File: config.mk
export PLATFORM = sky130hd
export DESIGN_NAME = capture_sequencer
export DESIGN_NICKNAME = d
export VERILOG_FILES = /design/src/rtl/chess_pkg.sv /design/src/rtl/move_fifo.sv /design/src/rtl/capture_sequencer.sv
export SDC_FILE = /design/constraint.sdc
export NUM_CORES = 1
export LEC_CHECK = 0
export BUFFER_PORTS_ARGS = -buffer_cell sky130_fd_sc_hd__clkbuf_2
export CORE_ASPECT_RATIO = 1.1
export CORE_MARGIN = 2
export CORE_UTILIZATION = 49
export CTS_BUF_LIST = sky130_fd_sc_hd__clkbuf_2 sky130_fd_sc_hd__clkbuf_4 sky130_fd_sc_hd__clkbuf_8
export DETAILED_ROUTE_END_ITERATION = 12
export PLACE_DENSITY = 0.76
export SLEW_MARGIN = 20
export SYNTH_ARGS = -nofsm -noshare
export SYNTH_HDL_FRONTEND = slang
export SYNTH_SLANG_ARGS = --single-unit
export TNS_END_PERCENT = 20
File: constraint.sdc
create_clock -name clk -period 3.9 [get_ports clk]
set_clock_uncertainty 0.1 [all_clocks]
set_input_delay 0.39 -clock clk [delete_from_list [all_inputs] [get_ports clk]]
set_output_delay 0.39 -clock clk [all_outputs]
set_load 0.02 [all_outputs]
File: src/rtl/chess_pkg.sv
// Shared board-bus encodings and move types for the capture sequencer.
// Replaces the old cmd.vh macro set with typed enums and structs.
package chess_pkg;

    typedef enum logic [2:0] {
        SM_IDLE = 3'd0,
        SM_W    = 3'd1,
        SM_FP   = 3'd2,
        SM_FA   = 3'd3,
        SM_FV   = 3'd4
    } sm_t;

    typedef enum logic [1:0] {
        MM_NO_CHANGE = 2'd0,
        MM_DV_EAA    = 2'd1,
        MM_DA        = 2'd2,
        MM_EAV_EAA   = 2'd3
    } mm_t;

    typedef logic [5:0] square_t;

    typedef struct packed {
        square_t from;
        square_t to;
    } move_t;

    typedef enum logic [2:0] {
        S_IDLE,
        S_CLR,
        S_FV,
        S_FA,
        S_PUSH,
        S_MASK_DA,
        S_MASK_DV,
        S_DONE
    } seq_state_t;

    localparam int         MOVE_W    = $bits(move_t);
    localparam logic [7:0] COUNT_MAX = 8'hFF;

    function automatic logic [7:0] sat_inc8(input logic [7:0] v);
        return (v == COUNT_MAX) ? v : v + 8'd1;
    endfunction

endpackage

File: src/rtl/move_fifo.sv
// Synchronous move FIFO with valid/ready pop; a push into a full FIFO is accepted
// when a pop retires an entry on the same edge.
module move_fifo #(
    parameter int DEPTH = 4,
    parameter int WIDTH = 12
) (
    input  logic             clk,
    input  logic             rst,
    input  logic             push,
    input  logic [WIDTH-1:0] push_data,
    output logic             push_ok,
    input  logic             pop_ready,
    output logic             pop_valid,
    output logic [WIDTH-1:0] pop_data
);
    localparam int AW = $clog2(DEPTH);

    logic [WIDTH-1:0] mem [DEPTH];
    logic [AW:0]      wr_ptr;
    logic [AW:0]      rd_ptr;
    logic             full;
    logic             do_pop;
    logic             do_push;

    assign pop_valid = (wr_ptr != rd_ptr);
    assign full      = (wr_ptr[AW] != rd_ptr[AW]) && (wr_ptr[AW-1:0] == rd_ptr[AW-1:0]);
    assign do_pop    = pop_valid && pop_ready;
    assign push_ok   = !full || do_pop;
    assign do_push   = push && push_ok;
    // Present zero rather than stale storage when nothing is queued.
    assign pop_data  = pop_valid ? mem[rd_ptr[AW-1:0]] : '0;

    always_ff @(posedge clk) begin
        if (rst) begin
            wr_ptr <= '0;
            rd_ptr <= '0;
        end else begin
            if (do_pop)  rd_ptr <= rd_ptr + 1'b1;
            if (do_push) wr_ptr <= wr_ptr + 1'b1;
        end
    end

    always_ff @(posedge clk) begin
        if (do_push) mem[wr_ptr[AW-1:0]] <= push_data;
    end

endmodule

File: src/rtl/capture_sequencer.sv
// MVV-LVA capture enumerator: owns the board bus while busy and queues {aggressor,victim} moves.
// Define CAPSEQ_STATS_EN to add board_cycles (busy cycles with an active board search).
module capture_sequencer
    import chess_pkg::*;
#(
    parameter int BOARD_LAT  = 1,
    parameter int FIFO_DEPTH = 4
) (
    input  logic        clk,
    input  logic        rst,
    input  logic        start,
    input  logic        abort,
    output logic        busy,
    output logic        done,
    output logic        illegal,
    output sm_t         state_mode,
    output mm_t         mask_mode,
    output square_t     ss1,
    input  logic [6:0]  board_data,
    input  logic        board_illegal,
    output logic        move_valid,
    input  logic        move_ready,
    output logic [11:0] move_data,
    output logic [7:0]  move_count
`ifdef CAPSEQ_STATS_EN
    ,
    output logic [15:0] board_cycles
`endif
);
    localparam int                WAIT_W    = $clog2(BOARD_LAT + 1);
    localparam logic [WAIT_W-1:0] WAIT_LAST = WAIT_W'(BOARD_LAT);

    seq_state_t        st;
    logic [WAIT_W-1:0] wait_cnt;
    square_t           victim;
    square_t           aggressor;
    logic              sample_now;
    logic              found;
    square_t           board_sq;
    logic              start_accept;
    logic              abort_run;
    logic              push_req;
    logic              push_ok;
    move_t             push_move;

    assign found        = board_data[6];
    assign board_sq     = board_data[5:0];
    assign sample_now   = (wait_cnt == WAIT_LAST);
    assign start_accept = (st == S_IDLE) && start && !abort;
    assign abort_run    = abort && (st != S_IDLE) && (st != S_DONE);
    assign push_req     = (st == S_PUSH) && !abort;
    assign push_move    = '{from: aggressor, to: victim};

    move_fifo #(
        .DEPTH (FIFO_DEPTH),
        .WIDTH (MOVE_W)
    ) u_fifo (
        .clk       (clk),
        .rst       (rst),
        .push      (push_req),
        .push_data (push_move),
        .push_ok   (push_ok),
        .pop_ready (move_ready),
        .pop_valid (move_valid),
        .pop_data  (move_data)
    );

    always_ff @(posedge clk) begin
        if (rst) begin
            st         <= S_IDLE;
            busy       <= 1'b0;
            done       <= 1'b0;
            illegal    <= 1'b0;
            state_mode <= SM_IDLE;
            mask_mode  <= MM_NO_CHANGE;
            ss1        <= '0;
            move_count <= '0;
        end else begin
            done      <= 1'b0;
            mask_mode <= MM_NO_CHANGE;
            if (push_req && push_ok) move_count <= sat_inc8(move_count);
            // Abort drops any mask pulse that would have followed this state.
            if (abort_run) begin
                st         <= S_DONE;
                busy       <= 1'b0;
                done       <= 1'b1;
                state_mode <= SM_IDLE;
            end else begin
                unique case (st)
                    S_IDLE: if (start_accept) begin
                        st         <= S_CLR;
                        busy       <= 1'b1;
                        illegal    <= 1'b0;
                        move_count <= '0;
                        mask_mode  <= MM_EAV_EAA;
                    end
                    S_CLR: begin
                        st         <= S_FV;
                        state_mode <= SM_FV;
                        wait_cnt   <= '0;
                    end
                    S_FV: if (!sample_now) begin
                        wait_cnt <= wait_cnt + 1'b1;
                    end else if (board_illegal || !found) begin
                        illegal    <= illegal | board_illegal;
                        st         <= S_DONE;
                        busy       <= 1'b0;
                        done       <= 1'b1;
                        state_mode <= SM_IDLE;
                    end else begin
                        victim     <= board_sq;
                        ss1        <= board_sq;
                        st         <= S_FA;
                        state_mode <= SM_FA;
                        wait_cnt   <= '0;
                    end
                    S_FA: if (!sample_now) begin
                        wait_cnt <= wait_cnt + 1'b1;
                    end else if (!found) begin
                        st         <= S_MASK_DV;
                        state_mode <= SM_IDLE;
                        mask_mode  <= MM_DV_EAA;
                    end else begin
                        aggressor  <= board_sq;
                        st         <= S_PUSH;
                        state_mode <= SM_IDLE;
                    end
                    S_PUSH: if (push_ok) begin
                        st        <= S_MASK_DA;
                        ss1       <= aggressor;
                        mask_mode <= MM_DA;
                    end
                    S_MASK_DA: begin
                        st         <= S_FA;
                        ss1        <= victim;
                        state_mode <= SM_FA;
                        wait_cnt   <= '0;
                    end
                    S_MASK_DV: begin
                        st         <= S_FV;
                        state_mode <= SM_FV;
                        wait_cnt   <= '0;
                    end
                    S_DONE: st <= S_IDLE;
                endcase
            end
        end
    end

`ifdef CAPSEQ_STATS_EN
    always_ff @(posedge clk) begin
        if (rst || start_accept) begin
            board_cycles <= '0;
        end else if (busy && (state_mode != SM_IDLE) && (board_cycles != 16'hFFFF)) begin
            board_cycles <= board_cycles + 16'd1;
        end
    end
`endif

endmodule

==> impl_metrics.yaml <==
global_route:
  grt_start_max_net_pins: 27
  grt_pass1_wl_mm: 12.4
  grt_pass1_vias: 2556
  antenna_found_initial: 0
  grt_usage: 0.176
  grt_overflow: 0
worst_setup_path:
  path_max_fanout: 12
  cp_data_required_time_ns: 3.41
  endpoint_kind: "primary output"
  r2r-start: "st[0]"
  crit_type: "register to primary output"
  start_kind: "register"
  critPathArrivalTime_ns: 2.09
  slowest_stage: "dfxtp_1"
  cp_top_family: "flip-flops"
  crit_buf_inv: 1
  slowest_delay_ns: 0.84
  crit_chain: "mux4_2, nor2b_1, clkbuf_2"
routing:
  dr_total_vias: 2664
  totalWireLength_mm: 7.60
  antenna_left: 0
  drt_iter0_markers: 154
  routedWlPerCell_um: 16.0
  drc: 0
  firstDrtPassIters: 4
  vias_per_cell: 5.61
clocking:
  tritoncts: "done"
  cts_buffer_depth: 2
  h-tree-depth: 3
  path_clk_slew_ns: 0.09
  insertion_delay_ns: 0.36
  cts_resized: 0
  postCtsHoldBufs: 0
  cts_sinks: 93
  cts_setup_buffers: 0
  root_buffer: "clkbuf_8"
  cts_made_buffers: 9
placed_design:
  place_hpwl_mm: 5.39
  portBuffers: 47
  gp_congestion: 0.943
cells_and_area:
  final_util: 0.559
  diodes: 0
  final_nets: 378
  drive_gt1_frac: 0.234
  syn2layout_area_growth_pct: 12.0
power:
  power_density_mw_per_mm2: 534
  p_leak_nw: 1.65
  peakVddDrop_uv: 285
synth:
  yosysUniqueCellTypes: 56
  ys_ff_latch: 93
  synth_common_cells: "edfxtp_1, dfxtp_1, nor2_1"
  postSynth.asyncResetShare: 0
  syn_nets: 337
  synth_area_leaders: "edfxtp_1, dfxtp_1, mux4_2, mux2i_1, nor2b_1"
  yosys_warnings: 0
  synth_edf_count: 61
  yosysMostFrequentCell: "edfxtp_1"
  ys_seq_area_frac: 0.599
  syn_area_sq_mm: 0.00413
  synth_ff_type: "edfxtp_1"
  avgSynthCellArea_sq_um: 13.0
  synth_area_leader_cell: "edfxtp_1"
  synth.top_cell.area_share: 0.444
  synthCells: 318
run:
  maxCapViolCount: 0
timing:
  finalSetupTns_ns: 0
  fin_crit_sh: 0.663
  hold_slack_ns: 0.155
  timing.final.crit_period_ns: 2.58
  finalSetupViolCount: 0
  drv_slew: 0
  hold_viol_final: 0
  relSlewSlack: 0.474
  clock.fmax_mhz: 387
  worst_pin_slew_ns: 0.787
  rsz0062_at_grt: "no"
floorplan:
  row_count: 35
  die_w_um: 91.5
  initial_utilization: 0.499
  die_area_sq_mm: 0.00918
  ios: 48
  coreArea_sq_mm: 0.00828
  die_y_um: 100
min_path:
  min_path_type: "input pin to register"
  hold_start: "board_data[5]"
status:
  status: "completed"
==> logic make-up (layout without fill, tap and decap cells) <==
logic type,count (synthesis),count (layout),synth area share
AO/OA/AOI/OAI,58,58,0.0967
XOR/XNOR,7,7,0.0185
adder cells (fa/ha/maj),6,6,0.0182
buffers and inverters,31,77,0.0348
flip-flops,93,93,0.599
multiplexers,25,25,0.0970
AND/OR/NAND/NOR,98,98,0.136
==> where the power goes <==
group          switching [mW]  internal [mW]  total (mW)  leakage (nW)
combinational           0.348          0.265       0.612         0.738
clock                   0.324          0.303       0.628        0.0981
sequential              0.117           1.11        1.23         0.809
total                   0.789           1.68        2.47          1.65
==> sequential cells by signal, indices dropped and copies added (netlist names), named ones only <==
| register | flops |
|---|---|
| st | 3 |
| u_fifo.rd_ptr | 3 |
| u_fifo.wr_ptr | 3 |
| state_mode | 2 |
| move_count | 8 |
| u_fifo.mem | 48 |
| illegal | 1 |
| ss1 | 6 |
| victim | 6 |
| aggressor | 6 |
| done | 1 |
| busy | 1 |
| mask_mode | 2 |
| sample_now | 1 |
==> worst register-to-register path, cell delays in order, from the launching register on <==
cell,delay [ns]
dfxtp_1,0.54
buf_4,0.31
nor3_1,0.28
nor3b_1,0.10
or2_1,0.33
nor2_1,0.45
==> routing by layer <==
| layer | wire [um] | vias to the layer above | global-route usage |
|---|---|---|---|
| li1 | - | 1280 | - |
| met1 | 3240 | 1292 | 0.220 |
| met2 | 3870 | 78 | 0.301 |
| met3 | 311 | 14 | 0.0285 |
| met4 | 172 | 0 | 0.0851 |
| met5 | 0 | - | 0 |
==> layout by cell type, fill, tap and decap left out, types with 5 or more instances in the layout <==
cell type  instances
o31ai_1            5
buf_4              5
a21oi_1           16
nand2_1           12
mux2i_1           13
a211o_1            6
dfxtp_1           32
clkbuf_2          47
edfxtp_1          61
nand2b_1           7
ha_1               6
nor2_1            22
nand3_1            6
mux4_2            12
inv_1              9
clkbuf_8           9
nor2b_1           15
==> final cells by class <==
| class | count | area (sq um) |
|---|---|---|
| inverter | 9 | 33.8 |
| fill | 676 | 3650 |
| clock buffer | 10 | 131 |
| multi-input combinational | 194 | 1510 |
| sequential | 93 | 2470 |
| clock inverter | 6 | 61.3 |
| tap | 111 | 139 |
| timing repair buffer | 52 | 273 |
==> stage by stage <==
step           setup slack (ns)  total power [mW]  cell area, sq um  instances
6_report                   1.32              2.47              4620        475
5_1_grt                    1.12              2.60              4620        475
4_1_cts                    1.23              2.49              4620        475
3_5_place_dp               1.44              1.87              4430        459
3_3_place_gp               1.55              1.86              4430        459
2_1_floorplan              1.75              1.71              4130        318
==> path summary, 6_finish.rpt <==
kind | to | slack [ns] | cells past startpoint
setup reg to reg | victim[2] | 1.43 | 5
hold / removal | victim[5] | 0.16 | 1
setup / recovery | move_data[9] | 1.32 | 3
hold reg to reg | ss1[2] | 0.38 | 2
Note: power is estimated with default switching activity, not from simulation.
